## src/rtl/dff_pkg.sv

```systemverilog
// Shared constants and helpers for the dff_pipe delay line.
package dff_pkg;

    localparam int DEFAULT_WIDTH = 8;
    localparam int DEFAULT_DEPTH = 4;

    // Number of bits needed to hold values 0..n-1.
    function automatic int clog2(input int n);
        int r;
        r = 0;
        while ((1 << r) < n) r++;
        return r;
    endfunction

endpackage

```

## src/rtl/dff_pipe_if.sv

```systemverilog
// Data/control bundle between a producer and the dff_pipe delay line.
interface dff_pipe_if #(
    parameter int WIDTH = dff_pkg::DEFAULT_WIDTH,
    parameter int DEPTH = dff_pkg::DEFAULT_DEPTH
);
    localparam int CNT_W = dff_pkg::clog2(DEPTH + 1);

    logic             en;
    logic             flush;
    logic [WIDTH-1:0] data;
    logic             data_valid;
    logic [WIDTH-1:0] q;
    logic             q_valid;
    logic [CNT_W-1:0] count;

    modport master (
        output en, flush, data, data_valid,
        input  q, q_valid, count
    );

    modport slave (
        input  en, flush, data, data_valid,
        output q, q_valid, count
    );

endinterface

```

## src/rtl/dff_en_sreset.sv

```systemverilog
// One WIDTH-bit register stage with enable and sync active-high reset.
module dff_en_sreset #(
    parameter int               WIDTH     = 8,
    parameter logic [WIDTH-1:0] RESET_VAL = '0
) (
    input  logic             clk,
    input  logic             reset,
    input  logic             i_en,
    input  logic [WIDTH-1:0] i_d,
    output logic [WIDTH-1:0] o_q
);

    logic [WIDTH-1:0] r_q;

    always_ff @(posedge clk) begin
        if (reset) begin
            r_q <= RESET_VAL;
        end else if (i_en) begin
            r_q <= i_d;
        end
    end

    assign o_q = r_q;

endmodule

```

## src/rtl/dff_pipe.sv

```systemverilog
// Fixed-depth registered delay line with stall, flush, bubbles and occupancy.
module dff_pipe
    import dff_pkg::*;
#(
    parameter int               WIDTH     = DEFAULT_WIDTH,
    parameter int               DEPTH     = DEFAULT_DEPTH,
    parameter logic [WIDTH-1:0] RESET_VAL = '0
) (
    input  logic      clk,
    input  logic      reset,
    dff_pipe_if.slave bus
);

    localparam int CNT_W = clog2(DEPTH + 1);

    logic [WIDTH-1:0] w_q [DEPTH];
    logic [DEPTH-1:0] r_v;
    logic [CNT_W-1:0] r_cnt;
    logic             w_adv;
    logic [CNT_W-1:0] w_cnt_nxt;

    // Flush freezes data stages; only the valid flags are cleared.
    assign w_adv = bus.en & ~bus.flush;

    for (genvar i = 0; i < DEPTH; i++) begin : g_stage
        logic [WIDTH-1:0] w_in;
        if (i == 0) begin : g_first
            assign w_in = bus.data;
        end else begin : g_rest
            assign w_in = w_q[i-1];
        end
        dff_en_sreset #(
            .WIDTH     (WIDTH),
            .RESET_VAL (RESET_VAL)
        ) u_stage (
            .clk   (clk),
            .reset (reset),
            .i_en  (w_adv),
            .i_d   (w_in),
            .o_q   (w_q[i])
        );
    end

    assign w_cnt_nxt = r_cnt + CNT_W'(bus.data_valid)
                     - CNT_W'(r_v[DEPTH-1]);

    always_ff @(posedge clk) begin
        if (reset || bus.flush) begin
            r_v   <= '0;
            r_cnt <= '0;
        end else if (bus.en) begin
            r_v   <= (r_v << 1) | DEPTH'(bus.data_valid);
            r_cnt <= w_cnt_nxt;
        end
    end

    assign bus.q       = w_q[DEPTH-1];
    assign bus.q_valid = r_v[DEPTH-1];
    assign bus.count   = r_cnt;

endmodule

```

## src/flat_wrapper.sv

```systemverilog
// flat-port wrapper written by rule: the top's interface ports become plain ports
module dff_pipe_flat import dff_pkg::*;
#(
    parameter int               WIDTH     = DEFAULT_WIDTH,
    parameter int               DEPTH     = DEFAULT_DEPTH,
    parameter logic [WIDTH-1:0] RESET_VAL = '0
)
  (clk, reset, bus_en, bus_flush, bus_data, bus_data_valid, bus_q, bus_q_valid, bus_count);
  dff_pipe_if #(.WIDTH(WIDTH), .DEPTH(DEPTH)) bus_i ();
  input  logic clk;
  input  logic reset;
  input wire logic [$bits(bus_i.en)-1:0] bus_en;
  input wire logic [$bits(bus_i.flush)-1:0] bus_flush;
  input wire logic [$bits(bus_i.data)-1:0] bus_data;
  input wire logic [$bits(bus_i.data_valid)-1:0] bus_data_valid;
  output wire logic [$bits(bus_i.q)-1:0] bus_q;
  output wire logic [$bits(bus_i.q_valid)-1:0] bus_q_valid;
  output wire logic [$bits(bus_i.count)-1:0] bus_count;
  assign bus_i.en = bus_en;
  assign bus_i.flush = bus_flush;
  assign bus_i.data = bus_data;
  assign bus_i.data_valid = bus_data_valid;
  assign bus_q = bus_i.q;
  assign bus_q_valid = bus_i.q_valid;
  assign bus_count = bus_i.count;
  dff_pipe #(.WIDTH(WIDTH), .DEPTH(DEPTH), .RESET_VAL(RESET_VAL)) u_core (.clk(clk), .reset(reset), .bus(bus_i));
endmodule
```

## config.mk

```make
export PLATFORM = sky130hd
export DESIGN_NAME = dff_pipe_flat
export DESIGN_NICKNAME = d
export VERILOG_FILES = /design/src/rtl/dff_pkg.sv /design/src/rtl/dff_pipe_if.sv /design/src/rtl/dff_en_sreset.sv /design/src/rtl/dff_pipe.sv /design/src/flat_wrapper.sv
export SDC_FILE = /design/constraint.sdc
export NUM_CORES = 1
export LEC_CHECK = 0
export ABC_AREA = 1
export CORE_MARGIN = 5
export CORE_UTILIZATION = 51
export CTS_CLUSTER_DIAMETER = 60
export DETAILED_ROUTE_END_ITERATION = 10
export PLACE_DENSITY = 0.77
export SETUP_SLACK_MARGIN = 0.5
export SLEW_MARGIN = 10
export SYNTH_ARGS = -nofsm -noshare
export SYNTH_HDL_FRONTEND = slang
export SYNTH_SLANG_ARGS = --single-unit
```

## constraint.sdc

```tcl
create_clock -name clk -period 1.9 [get_ports clk]
set_clock_uncertainty 0.1 [all_clocks]
set_input_delay 0.38 -clock clk [delete_from_list [all_inputs] [get_ports clk]]
set_output_delay 0.38 -clock clk [all_outputs]
set_load 0.01 [all_outputs]
```

# == Word-level counts from Yosys, hierarchy flattened ==
# Index checks and enable logic that the tools add are counted.
# classes
add_sub_neg,2
bitwise,3
reduce_logical,1
# ops
cell,n
$or 4x1->4,1
$add 3x1->3,1
$sub 3x1->3,1
$and 1x1->1,1
$logic_or 1x1->1,1
$not 1->1,1
# totals
ff_bits,39
inputBits,13
output_inout_bits,12
elab_cells,12

# == Depth between registers and ports, before layout ==
# depth
depth_word,2
mapped_depth,12
mapped_depth_nobuf,12

# == Modules after synthesis ==
# Synthesis repeated with hierarchy kept, for this count alone.
# hier_totals
hier_cells,248
hier_area_um2,1706.6
# modules_own_cells
mod,instances,cells_per_inst,area_each_um2,seq_area_each_um2
dff_en_sreset,4,51,341.6,160.2
dff_pipe,1,44,340.3,140.1

# == Least setup slack after synthesis ==
# Ideal clock, no wire load.
# synth_timing
path_type,flip-flop to flip-flop
startpoint,reg u_core.r_cnt[0] (netlist: u_core.bus.count[0])
endpoint,reg u_core.r_cnt[2] (netlist: u_core.bus.count[2])
setup_time_ns,0.113
t_arrival_ns,1.568
required_ns,1.687
slack_ns,0.120
path_stages_with_launch,13
path_buffers,0
period_less_slack_ns,1.780
path_cell_list,dfxtp_1 > inv_1 > ha_1 > inv_1 > ha_1 > inv_1 > fa_1 > inv_1 > nand2_1 > nand3_1 > nand2_1 > nand2_1 > nor2_1
# synth_between
elab_chain_len,2
# synth_lines
item,line,text
"start, declared",dff_pipe.sv:18,logic [CNT_W-1:0] r_cnt;
"start signal, assigned",dff_pipe.sv:53,r_cnt <= w_cnt_nxt;
$add 3x1->3,dff_pipe.sv:44,assign w_cnt_nxt = r_cnt + CNT_W'(bus.data_valid)
$sub 3x1->3,dff_pipe.sv:45,- CNT_W'(r_v[DEPTH-1]);
# Every way passes these cells.
# A chain may end at the register's enable or synchronous reset.

# == Worst setup path in the final report ==
# layout_timing
startpoint,reg u_core.r_v[3]
endpoint,reg u_core.r_cnt[2] (netlist: u_core.bus.count[2])
# layout_between
elab_chain_len,1
# layout_lines
item,line,text
"start, declared",dff_pipe.sv:17,logic [DEPTH-1:0] r_v;
"start signal, assigned",dff_pipe.sv:52,r_v <= (r_v << 1) | DEPTH'(bus.data_valid);
$sub 3x1->3,dff_pipe.sv:45,
# Every way passes these cells.

==> run_results.csv <==
group,metric,value,unit
critical_path,cpLargestDelayFamily,"adder cells",
hold_path,hold_end,"u_core.r_v[1]$_SDFFE_PP0P_",
clock_tree,clk_latency,0.33,ns
hold_path,holdPathStages,2,
floorplan,core_area,2758,sq um
critical_path,critPathKind,"reg2reg",
critical_path,critPathCaptureType,"flop",
final_layout,mostFrequentLayoutCells,"nor2_1 (66), o21ai_0 (28), dfxtp_1 (28)",
grt,grt-ovfl-total,0,
detailed_routing,vias,1187,
detailed_routing,drt_iter0_markers,94,
floorplan,dieArea,4051,sq um
critical_path,worstPathRequired,2.08,ns
timing,rsz0062_at_grt,"yes",
hold_path,hold_path.class,"reg2reg",
clock_tree,cts_root_buf,"clkbuf_4",
power,finalPower,0.001466,W
detailed_routing,avgRoutedWirePerCell,10.74,microns
placement,dp_hpwl,1764,microns
final_layout,final_layout_size_suffix_gt1_frac,0.2381,
timing,setup_viol,0,
yosys,seq_area_frac_synth,0.5320,
final_layout,final_common_cell,"nor2_1",
detailed_routing,avgViaCountPerCell,4.925,
clock_tree,cts_buffers,5,
timing,fmax,603.2,MHz
placement,gp_congestion,0.7397,
timing,report.final.slew_viol_count,0,
power,powerDensity,817.3,nW/um^2
critical_path,r2r-end,"u_core.bus.count[2]$_SDFFE_PP0P_",
grt,grt_usage,0.1375,
final_layout,syn2layout_area_growth,22.25,%
critical_path,cp_max_fo,3,
floorplan,std_cell_rows,19,
critical_path,slowest_delay,0.38,ns
critical_path,rrSetupSlack,0.24,ns
critical_path,slowest_stage,"dfxtp_4",
yosys,ys_types,16,
flow_run,drv_cap,0,
critical_path,timing.rr.start,"u_core.r_v[3]$_SDFFE_PP0P_",
clock_tree,clk_pin_slew,0.11,ns
detailed_routing,ant_nets,0,
detailed_routing,drt-total-wl,2589,microns
critical_path,crit_path_cell_trace,"ha_4, inv_2, ha_4, inv_2, fa_2, nand2_2, nand3_2, nand2_1, nand2_1, nor2_1",
yosys,ys_ff_latch,39,
hold_path,min-delay-start,"u_core.r_v[0]$_SDFFE_PP0P_",
clock_tree,hold_buffers,0,
status,status,"completed",
power,cellLeakagePower,0.8071,nW
detailed_routing,drc,0,
yosys,synth_cells,182,
final_layout,regArea,799.5,sq um
critical_path,reg2reg_depth,10,
timing,min_period,1.658,ns
placement,numPortBuffers,24,
timing,totalNegativeSetupSlack,0,ns
clock_tree,clockBufferDepth,2,
clock_tree,h-tree-depth,2,
floorplan,die_width,63.65,microns
timing,hold_viol_final,0,
final_layout,num-fill-cells,257,
final_layout,antennaDiodeCount,0,
timing,worstMarginPinSlew,0.4126,ns
grt,grt_start_max_net_pins,33,
grt,antenna_found_initial,0,
critical_path,worstSetupStartpointType,"flop",
floorplan,ios,25,
yosys,syn_area_per_cell,8.064,sq um
yosys,netlist_area,1468,sq um
critical_path,cp_num_buf_inv,2,
grt,grt_pass1_wl,4485,microns
timing,fin_crit_sh,0.8725,
timing,slew_headroom,0.7244,
clock_tree,clkSinkCount,39,
final_layout,nets,226,
yosys,ys_warn_count,0,
power,ir_drop,545.1,uV
yosys,synth_nets,198,
floorplan,floorplan.initialDensity,0.5322,
critical_path,arrival,1.84,ns
clock_tree,cts_tree,"built",
final_layout,multiInputGateArea,601.8,sq um
grt,grt_pass1_vias,1034,
floorplan,die_h,63.65,microns
detailed_routing,first_pass_iters,4,
[flip-flops by register name (all words and copies together), names as in the netlist]
| signal | count |
|---|---|
| u_core.bus.count | 3 |
| u_core.r_v | 4 |
| u_core.g_stage.u_stage.o_q | 32 |
[kinds of logic (layout without fill, tap and decap cells)]
family	after synthesis	after routing	synth area share
compound gates	42	42	0.1432
fa+ha+maj	3	3	0.03069
buf+inv	21	49	0.08524
flops	39	39	0.5320
simple gates	77	77	0.2089
[report_power, final]
group | total (W) | internal (W) | switching [W] | leakage (nW)
combinational | 0.000165 | 0.0000743 | 0.0000910 | 0.447
sequential | 0.000885 | 0.000864 | 0.0000213 | 0.325
clock | 0.000416 | 0.000172 | 0.000244 | 0.0341
[what timing repair did]
action	4_1_cts	5_1_grt
pin swaps	6	1
endpoints found under the hold margin	0	0
gates resized for setup	42	16
buffers inserted	1	3
setup endpoints to repair	46	48
[worst max path at each step]
stage	slack, ns	to	start	depth (start not counted)
2_1_floorplan	0.26	u_core.bus.count[2]$_SDFFE_PP0P_	u_core.bus.count[0]$_SDFFE_PP0P_	12
6_report	0.24	u_core.bus.count[2]$_SDFFE_PP0P_	u_core.r_v[3]$_SDFFE_PP0P_	10
3_5_place_dp	-0.06	u_core.bus.count[2]$_SDFFE_PP0P_	bus_data_valid	10
3_3_place_gp	-0.02	u_core.bus.count[2]$_SDFFE_PP0P_	bus_data_valid	10
4_1_cts	0.24	u_core.bus.count[2]$_SDFFE_PP0P_	u_core.bus.count[0]$_SDFFE_PP0P_	11
5_1_grt	0.19	u_core.bus.count[2]$_SDFFE_PP0P_	u_core.bus.count[0]$_SDFFE_PP0P_	12
[synthesized netlist by cell type, drive strengths merged]
| master | number | area, sq um |
|---|---|---|
| a21oi | 6 | 30.03 |
| buf | 7 | 67.56 |
| clkbuf | 3 | 11.26 |
| dfxtp | 39 | 780.8 |
| fa | 1 | 20.02 |
| ha | 2 | 25.02 |
| inv | 11 | 46.29 |
| nand2 | 8 | 30.03 |
| nand3 | 1 | 5.000 |
| nor2 | 68 | 271.5 |
| o21ai | 36 | 180.2 |
[layout make-up]
cell class / instances / area share
inverter: 11 / 0.02929
multi-input combinational: 122 / 0.3354
sequential: 39 / 0.4456
tap: 31 / 0.02162
clock buffer: 6 / 0.02859
timing repair buffer: 31 / 0.1367
clock inverter: 1 / 0.002789
[tightest hold or removal path, cell delays in order, from the launching register on]
cell     delay [ns]
dfxtp_1        0.32
inv_1          0.06
a21oi_1        0.06
[metrics by stage]
step	util	instances	hold WS (ns)	cell area, sq um	worst slack [ns]
after floorplan	-	182	0.3254	1498	0.2608
after global placement	0.6239	230	0.3367	1720	-0.01841
after detailed placement	0.6239	230	0.3540	1720	-0.06190
after CTS	0.6579	238	0.3745	1814	0.2418
after global routing	0.6506	241	0.4053	1794	0.1909
final	0.6506	241	0.3759	1794	0.2423
[layer usage]
metal / wire length (microns) / share of wire / global-route usage / up-vias
li1: - / - / - / 630
met1: 1243 / 0.48 / 0.1634 / 528
met2: 1175 / 0.45 / 0.2183 / 25
met3: 144 / 0.056 / 0.04085 / 4
met4: 25 / 0.0097 / 0.07792 / 0
met5: 0 / 0 / 0 / -
Note: power is estimated with default switching activity, not from simulation.
